**src/rtl/spi_slave_regs.sv**
```systemverilog
// spi_slave_regs: SPI mode-0 slave with an 8 x 8-bit register file.
// reg0..reg6 are read/write; reg7 is a read-only status byte
// {STATUS_RST[7:2], gpx_in, irq_in}. Each transaction is one command byte
// (bit7 = write, bits[2:0] = address) followed by any number of data bytes.
// Build option: define SPI_SLAVE_AUTOINC_EN to step the address after every
// data byte (wrapping 7->0); otherwise the address holds for the transaction.
module spi_slave_regs #(
  parameter int         SYNC_STAGES = 2,
  parameter logic [7:0] STATUS_RST  = 8'h00
) (
  input  logic       clk_clk,
  input  logic       reset_reset_n,
  input  logic       spi_SCLK,
  input  logic       spi_SS_n,
  input  logic       spi_MOSI,
  output logic       spi_MISO,
  output logic       spi_MISO_oe,
  input  logic       irq_in,
  input  logic       gpx_in,
  output logic [7:0] keycode_export,
  output logic       wr_strobe,
  output logic [2:0] wr_addr
);

  typedef enum logic [1:0] {
    IDLE = 2'd0,
    CMD  = 2'd1,
    DATA = 2'd2
  } state_t;

  state_t state_reg, state_next;

  // Synchronizer chains; the SS_n chain idles high so reset looks deselected
  logic [SYNC_STAGES-1:0] sclk_sync_reg;
  logic [SYNC_STAGES-1:0] ss_sync_reg;
  logic [SYNC_STAGES-1:0] mosi_sync_reg;
  logic                   sclk_d_reg;
  logic                   ss_d_reg;

  logic sclk_s, ss_s, mosi_s;
  logic sclk_rise, sclk_fall, ss_fall;

  // Transaction datapath
  logic [2:0] bit_cnt_reg;
  logic [6:0] rx_shift_reg;
  logic [7:0] rx_byte;
  logic       is_write_reg;
  logic [2:0] addr_reg;
  logic       load_pending_reg;
  logic [7:0] tx_shift_reg;
  logic [7:0] status_reg;
  logic       wr_strobe_reg;
  logic [2:0] wr_addr_reg;

  logic       in_cmd, in_data, active;
  logic       byte_done;
  logic       reg_we;
  logic [7:0] rd_mux [8];
  logic [7:0] rd_data;

  assign sclk_s  = sclk_sync_reg[SYNC_STAGES-1];
  assign ss_s    = ss_sync_reg[SYNC_STAGES-1];
  assign mosi_s  = mosi_sync_reg[SYNC_STAGES-1];

  assign sclk_rise = sclk_s & ~sclk_d_reg;
  assign sclk_fall = ~sclk_s & sclk_d_reg;
  assign ss_fall   = ~ss_s & ss_d_reg;

  // Bring the SPI pins into clk_clk and keep one delayed copy for edge detection
  always_ff @(posedge clk_clk or negedge reset_reset_n) begin
    if (!reset_reset_n) begin
      sclk_sync_reg <= '0;
      ss_sync_reg   <= '1;
      mosi_sync_reg <= '0;
      sclk_d_reg    <= 1'b0;
      ss_d_reg      <= 1'b1;
    end else begin
      sclk_sync_reg <= {sclk_sync_reg[SYNC_STAGES-2:0], spi_SCLK};
      ss_sync_reg   <= {ss_sync_reg[SYNC_STAGES-2:0], spi_SS_n};
      mosi_sync_reg <= {mosi_sync_reg[SYNC_STAGES-2:0], spi_MOSI};
      sclk_d_reg    <= sclk_s;
      ss_d_reg      <= ss_s;
    end
  end

  // FSM state register
  always_ff @(posedge clk_clk or negedge reset_reset_n) begin
    if (!reset_reset_n) state_reg <= IDLE;
    else                state_reg <= state_next;
  end

  // FSM next state: a deselect returns to IDLE from anywhere
  always_comb begin
    state_next = state_reg;
    case (state_reg)
      IDLE:    if (ss_fall) state_next = CMD;
      CMD:     if (ss_s) state_next = IDLE;
               else if (byte_done) state_next = DATA;
      DATA:    if (ss_s) state_next = IDLE;
      default: state_next = IDLE;
    endcase
  end

  // FSM outputs: phase qualifiers, only true while still selected
  always_comb begin
    in_cmd  = 1'b0;
    in_data = 1'b0;
    case (state_reg)
      CMD:     in_cmd  = ~ss_s;
      DATA:    in_data = ~ss_s;
      default: ;
    endcase
  end

  assign active    = in_cmd | in_data;
  assign byte_done = active & sclk_rise & (bit_cnt_reg == 3'd7);
  assign rx_byte   = {rx_shift_reg, mosi_s};
  assign reg_we    = in_data & byte_done & is_write_reg;

  // Status byte is resampled every clock
  always_ff @(posedge clk_clk or negedge reset_reset_n) begin
    if (!reset_reset_n) status_reg <= {STATUS_RST[7:2], 2'b00};
    else                status_reg <= {STATUS_RST[7:2], gpx_in, irq_in};
  end

  // Receive side: bit counting, command decode, address stepping, write strobe
  always_ff @(posedge clk_clk or negedge reset_reset_n) begin
    if (!reset_reset_n) begin
      bit_cnt_reg      <= 3'd0;
      rx_shift_reg     <= 7'd0;
      is_write_reg     <= 1'b0;
      addr_reg         <= 3'd0;
      load_pending_reg <= 1'b0;
      wr_strobe_reg    <= 1'b0;
      wr_addr_reg      <= 3'd0;
    end else begin
      wr_strobe_reg <= 1'b0;
      if (!active) begin
        // A partial byte is simply forgotten when the master deselects
        bit_cnt_reg      <= 3'd0;
        load_pending_reg <= 1'b0;
      end else begin
        if (sclk_rise) begin
          rx_shift_reg <= {rx_shift_reg[5:0], mosi_s};
          bit_cnt_reg  <= bit_cnt_reg + 3'd1;
        end
        if (sclk_fall) load_pending_reg <= 1'b0;
        if (byte_done) begin
          load_pending_reg <= 1'b1;
          if (in_cmd) begin
            is_write_reg <= rx_byte[7];
            addr_reg     <= rx_byte[2:0];
          end else begin
            if (is_write_reg && (addr_reg != 3'd7)) begin
              wr_strobe_reg <= 1'b1;
              wr_addr_reg   <= addr_reg;
            end
`ifdef SPI_SLAVE_AUTOINC_EN
            addr_reg <= addr_reg + 3'd1;
`endif
          end
        end
      end
    end
  end

  // Writable registers; address 7 has no storage so writes to it vanish
  genvar gi;
  generate
    for (gi = 0; gi < 7; gi++) begin : g_regs
      logic [7:0] data_reg;
      // Commit the received byte when it completes in a write transaction
      always_ff @(posedge clk_clk or negedge reset_reset_n) begin
        if (!reset_reset_n)                          data_reg <= 8'h00;
        else if (reg_we && (addr_reg == 3'(gi)))     data_reg <= rx_byte;
      end
      assign rd_mux[gi] = data_reg;
    end
  endgenerate

  assign rd_mux[7] = status_reg;
  assign rd_data   = rd_mux[addr_reg];

  // Transmit shifter: tracks status while idle so the SS_n fall freezes it,
  // then shifts on SCLK falls and reloads from the register file per byte
  always_ff @(posedge clk_clk or negedge reset_reset_n) begin
    if (!reset_reset_n) begin
      tx_shift_reg <= 8'h00;
    end else if (state_reg == IDLE) begin
      tx_shift_reg <= status_reg;
    end else if (active && sclk_fall) begin
      if (load_pending_reg) tx_shift_reg <= rd_data;
      else                  tx_shift_reg <= {tx_shift_reg[6:0], 1'b0};
    end
  end

  assign spi_MISO_oe    = ~ss_s;
  assign spi_MISO       = ~ss_s & tx_shift_reg[7];
  assign keycode_export = rd_mux[0];
  assign wr_strobe      = wr_strobe_reg;
  assign wr_addr        = wr_addr_reg;

endmodule
```
**config.mk**
```make
export PLATFORM = sky130hd
export DESIGN_NAME = spi_slave_regs
export DESIGN_NICKNAME = d
export VERILOG_FILES = /design/src/rtl/spi_slave_regs.sv
export SDC_FILE = /design/constraint.sdc
export NUM_CORES = 1
export LEC_CHECK = 0
export CAP_MARGIN = 20
export CORE_ASPECT_RATIO = 0.6
export CORE_MARGIN = 1
export CORE_UTILIZATION = 47
export CTS_CLUSTER_DIAMETER = 150
export DETAILED_ROUTE_END_ITERATION = 16
export GPL_TIMING_DRIVEN = 0
export PLACE_DENSITY = 0.67
export SYNTH_ARGS = -nofsm -noshare
export SYNTH_HDL_FRONTEND = slang
export SYNTH_SLANG_ARGS = --single-unit
```
**constraint.sdc**
```tcl
create_clock -name clk_clk -period 1.7 [get_ports clk_clk]
set_clock_uncertainty 0.05 [all_clocks]
set_input_delay 0.255 -clock clk_clk [delete_from_list [all_inputs] [get_ports clk_clk]]
set_output_delay 0.255 -clock clk_clk [all_outputs]
set_load 0.005 [all_outputs]
```
==> results.ini <==
[timing]
min_period_ns=1.928
final_critical_path_setup_slack_ns=-0.2283
worst_hold_slack_ns=0.2723
timing_worst_slew_pin_value_ns=0.6322
max-slew-margin-rel_pct=57.85
timing_hold_violations_final=0
clock.fmax_mhz=518.6
finalSetupViolations=63
timing.final.max_slew_violations=0
final.setup.tns_ns=-8.588
rsz0062_at_grt=yes
period_share_pct=113.4

[worst_setup_path]
crit_startpoint=bit_cnt_reg[0]
timing.critical_path.buf_inv=1
critical_path.cell_chain=ha_2, ha_4, nand3b_1, nor2b_2, buf_8, nand3_4, mux2_4
startpoint_type=flip-flop
critical_path.reg2reg.endpoint=g_regs[6].data_reg[0]
cp_slowest_cell=sky130_fd_sc_hd__dfrtp_1
cp_data_required_time_ns=1.87
critical_path.top_delay_family=simple AND/OR/NAND/NOR gates
critical_path_depth=7
worstPathMaxFanout=8
worst_r2r_startpoint=bit_cnt_reg[0]
worst_path_largest_cell_delay_ns=0.37
worstPathArrival_ns=2.10
endpoint=g_regs[6].data_reg[0]
worst-r2r-setup-slack_ns=-0.23
reg2reg_depth=7
endpoint_kind=flip-flop
worst-setup-path-type=reg -> reg

[placement]
hpwl_mm=6.205
dp.cells=437
finalWeightedCongestion=0.8147
port_buffers=20
placedInstanceArea_um2=4770

[cts]
clockBufferDepth=2
cts_sinks=95
clock_tree.htree_level_count=3
insertion_delay_ns=0.34
clock_tree_from_tritoncts=yes
tritoncts.num_buffers=9
worst_setup_hold_path_clk_slew_ns=0.07
cts-root-buf=sky130_fd_sc_hd__clkbuf_16

[final_layout]
filler_cell_count=621
largest_reg_flops=48
post_layout_nonfiller_instances=475
layout-drive-gt1-share_pct=43.80
stdcell_area_um2=5599
syn_to_final_growth_pct=33.26
n_antenna_cell=0
nets=367

[hold_path]
min-delay-path-class=in -> reg
holdPathStages=1

[detailed_routing]
dr.pass1.iters=4
route.detailed.vias_per_inst=5.598
via_count=2659
antenna_violating_nets_post_route=0
drt_wirelength_mm=10.14
drt_iter0_markers=184
residual_drc_count=0
post_drt_wl_per_cell_um=21.36

[logic_synthesis]
synthesis.nets=313
ys_seq_elements=95
yosysWarningCount=0
yosys.area.top_type_share_pct=54.79
synthFlopType=sky130_fd_sc_hd__dfrtp_1
synth.avg_cell_area_um2=13.82
synth_top_cells_by_count=92 x sky130_fd_sc_hd__dfrtp_1, 67 x sky130_fd_sc_hd__mux2_2, 21 x sky130_fd_sc_hd__mux2i_1
synth_enable_flop_cells=0
synth_top_area_cell=sky130_fd_sc_hd__dfrtp_1
muxShareOfSynthArea_pct=24.84
synth_adder_area_share_pct=0.8338
synth-compound-area-share_pct=6.790
synth_sequential_area_ratio_pct=56.67
yosys.area_share.xor_xnor_pct=0.4169
ys_top_cells_by_area=sky130_fd_sc_hd__dfrtp_1 55%, sky130_fd_sc_hd__mux2_2 18%, sky130_fd_sc_hd__mux2i_1 5.0%
synthArstFlopShare_pct=100.0
yosysUniqueCellTypes=44
synthesis.instances=304
synth.cell_area_um2=4202
most_used_standard_cell_by_instance_count_after_synthesis=sky130_fd_sc_hd__dfrtp_1
combinational_family_with_the_most_area_after_synthesis=multiplexers
synth_simple_gate_area_share_pct=8.219

[floorplanning]
design.core.area_um2=8588
design.portCount=21
die_w_um=124.1
fp-row-count=26
initial_core_util_pct=48.92
fp.dieArea_um2=9334
die_h_um=75.24

[pwr]
pwr_dens_nw_per_um2=883.6
ir_drop_mv=0.5593
static-leakage-power_nw=2.458

[grt]
global_route_wire_length_before_repair_mm=16.00
first_global_vias=2749
overflow_left_after_global_routing=0
groute.usage.overall_pct=24.63
pin_count_of_the_biggest_net_entering_global_routing=62
antenna_found_initial=0

[outcome]
outcome=complete, but fails checks
violations=negative setup slack

[run]
max_cap_viol_count=0

## power by group
group          internal, mW  leakage [nW]  switching (mW)
Clock                  1.47         0.168           0.859
Sequential             2.31          1.29          0.0515
Combinational         0.112          1.00           0.145
## cells in the final DEF (no fill, tap or decap), types with 3 or more instances in the layout
master and instances:
sky130_fd_sc_hd__a22oi_1 5, sky130_fd_sc_hd__nand3_4 5, sky130_fd_sc_hd__mux2i_1 21, sky130_fd_sc_hd__nand3b_1 7, sky130_fd_sc_hd__nor2_1 6, sky130_fd_sc_hd__dfstp_2 3, sky130_fd_sc_hd__clkdlybuf4s50_1 17, sky130_fd_sc_hd__buf_4 11
sky130_fd_sc_hd__nand2_1 11, sky130_fd_sc_hd__o21ai_1 8, sky130_fd_sc_hd__buf_12 5, sky130_fd_sc_hd__a21oi_1 7, sky130_fd_sc_hd__bufinv_16 3, sky130_fd_sc_hd__o21ai_0 3, sky130_fd_sc_hd__inv_1 5, sky130_fd_sc_hd__buf_6 10
sky130_fd_sc_hd__mux2_4 60, sky130_fd_sc_hd__nor2_4 4, sky130_fd_sc_hd__mux4_2 3, sky130_fd_sc_hd__dfrtp_1 91, sky130_fd_sc_hd__a32oi_1 3, sky130_fd_sc_hd__mux2_2 8, sky130_fd_sc_hd__o211ai_1 5, sky130_fd_sc_hd__clkbuf_16 9
sky130_fd_sc_hd__nor3_4 3
## timing repair
| action | in CTS | in global routing |
|---|---|---|
| pin swaps | 18 | 20 |
| hold endpoints to repair | 34 | 0 |
| setup buffers | 17 | 7 |
| gates cloned | 0 | 0 |
| resized for setup | 55 | 27 |
| hold buffers | 1 | 0 |
| endpoints found under the setup margin | 77 | 77 |
## per-stage QoR
step | power, mW | setup WS, ns | util (%)
2_1_floorplan | 2.499 | -0.1573 | -
4_1_cts | 4.960 | -0.2578 | 63.65
5_1_grt | 5.114 | -0.2933 | 65.20
6_report | 4.947 | -0.2283 | 65.20
3_3_place_gp | 2.605 | -3.207 | 55.24
3_5_place_dp | 2.614 | -0.5766 | 55.54
## how the worst min path moves through the flow
stage,startpoint,endpoint,slack (ns)
6_report,spi_SS_n,ss_sync_reg[0],0.27
3_5_place_dp,reset_reset_n,g_regs[2].data_reg[2],0.20
2_1_floorplan,reset_reset_n,addr_reg[0],-0.09
5_1_grt,spi_SS_n,ss_sync_reg[0],0.26
3_3_place_gp,mosi_sync_reg[0],mosi_sync_reg[1],0.28
4_1_cts,spi_SS_n,ss_sync_reg[0],0.26
## metal layers
layer	wire (µm)	up-vias	GRT usage [%]
met5	0	-	0
met4	61	0	6.349
met3	741	7	8.788
met2	4454	65	34.01
met1	4886	1370	36.56
li1	-	1217	-
## logic make-up after synthesis
logic type / count (synthesis)
flip-flops: 95
AO/OA/AOI/OAI: 42
AND/OR/NAND/NOR: 50
adder cells (fa/ha/maj): 3
multiplexers: 92
buffers and inverters: 20
XOR/XNOR: 2
## area by class of cell
class | instances | area (µm²) | area share, %
clock buffers | 10 | 239.0 | 4.268
multi-input cells | 189 | 2115 | 37.77
clock inverters | 6 | 107.6 | 1.922
flip-flops and latches | 95 | 2382 | 42.55
well taps | 112 | 140.1 | 2.503
repair buffers | 45 | 498.0 | 8.894
plain buffers | 13 | 98.84 | 1.765
inverters | 5 | 18.77 | 0.3352
No activity file was read; power rests on OpenSTA's default activity.
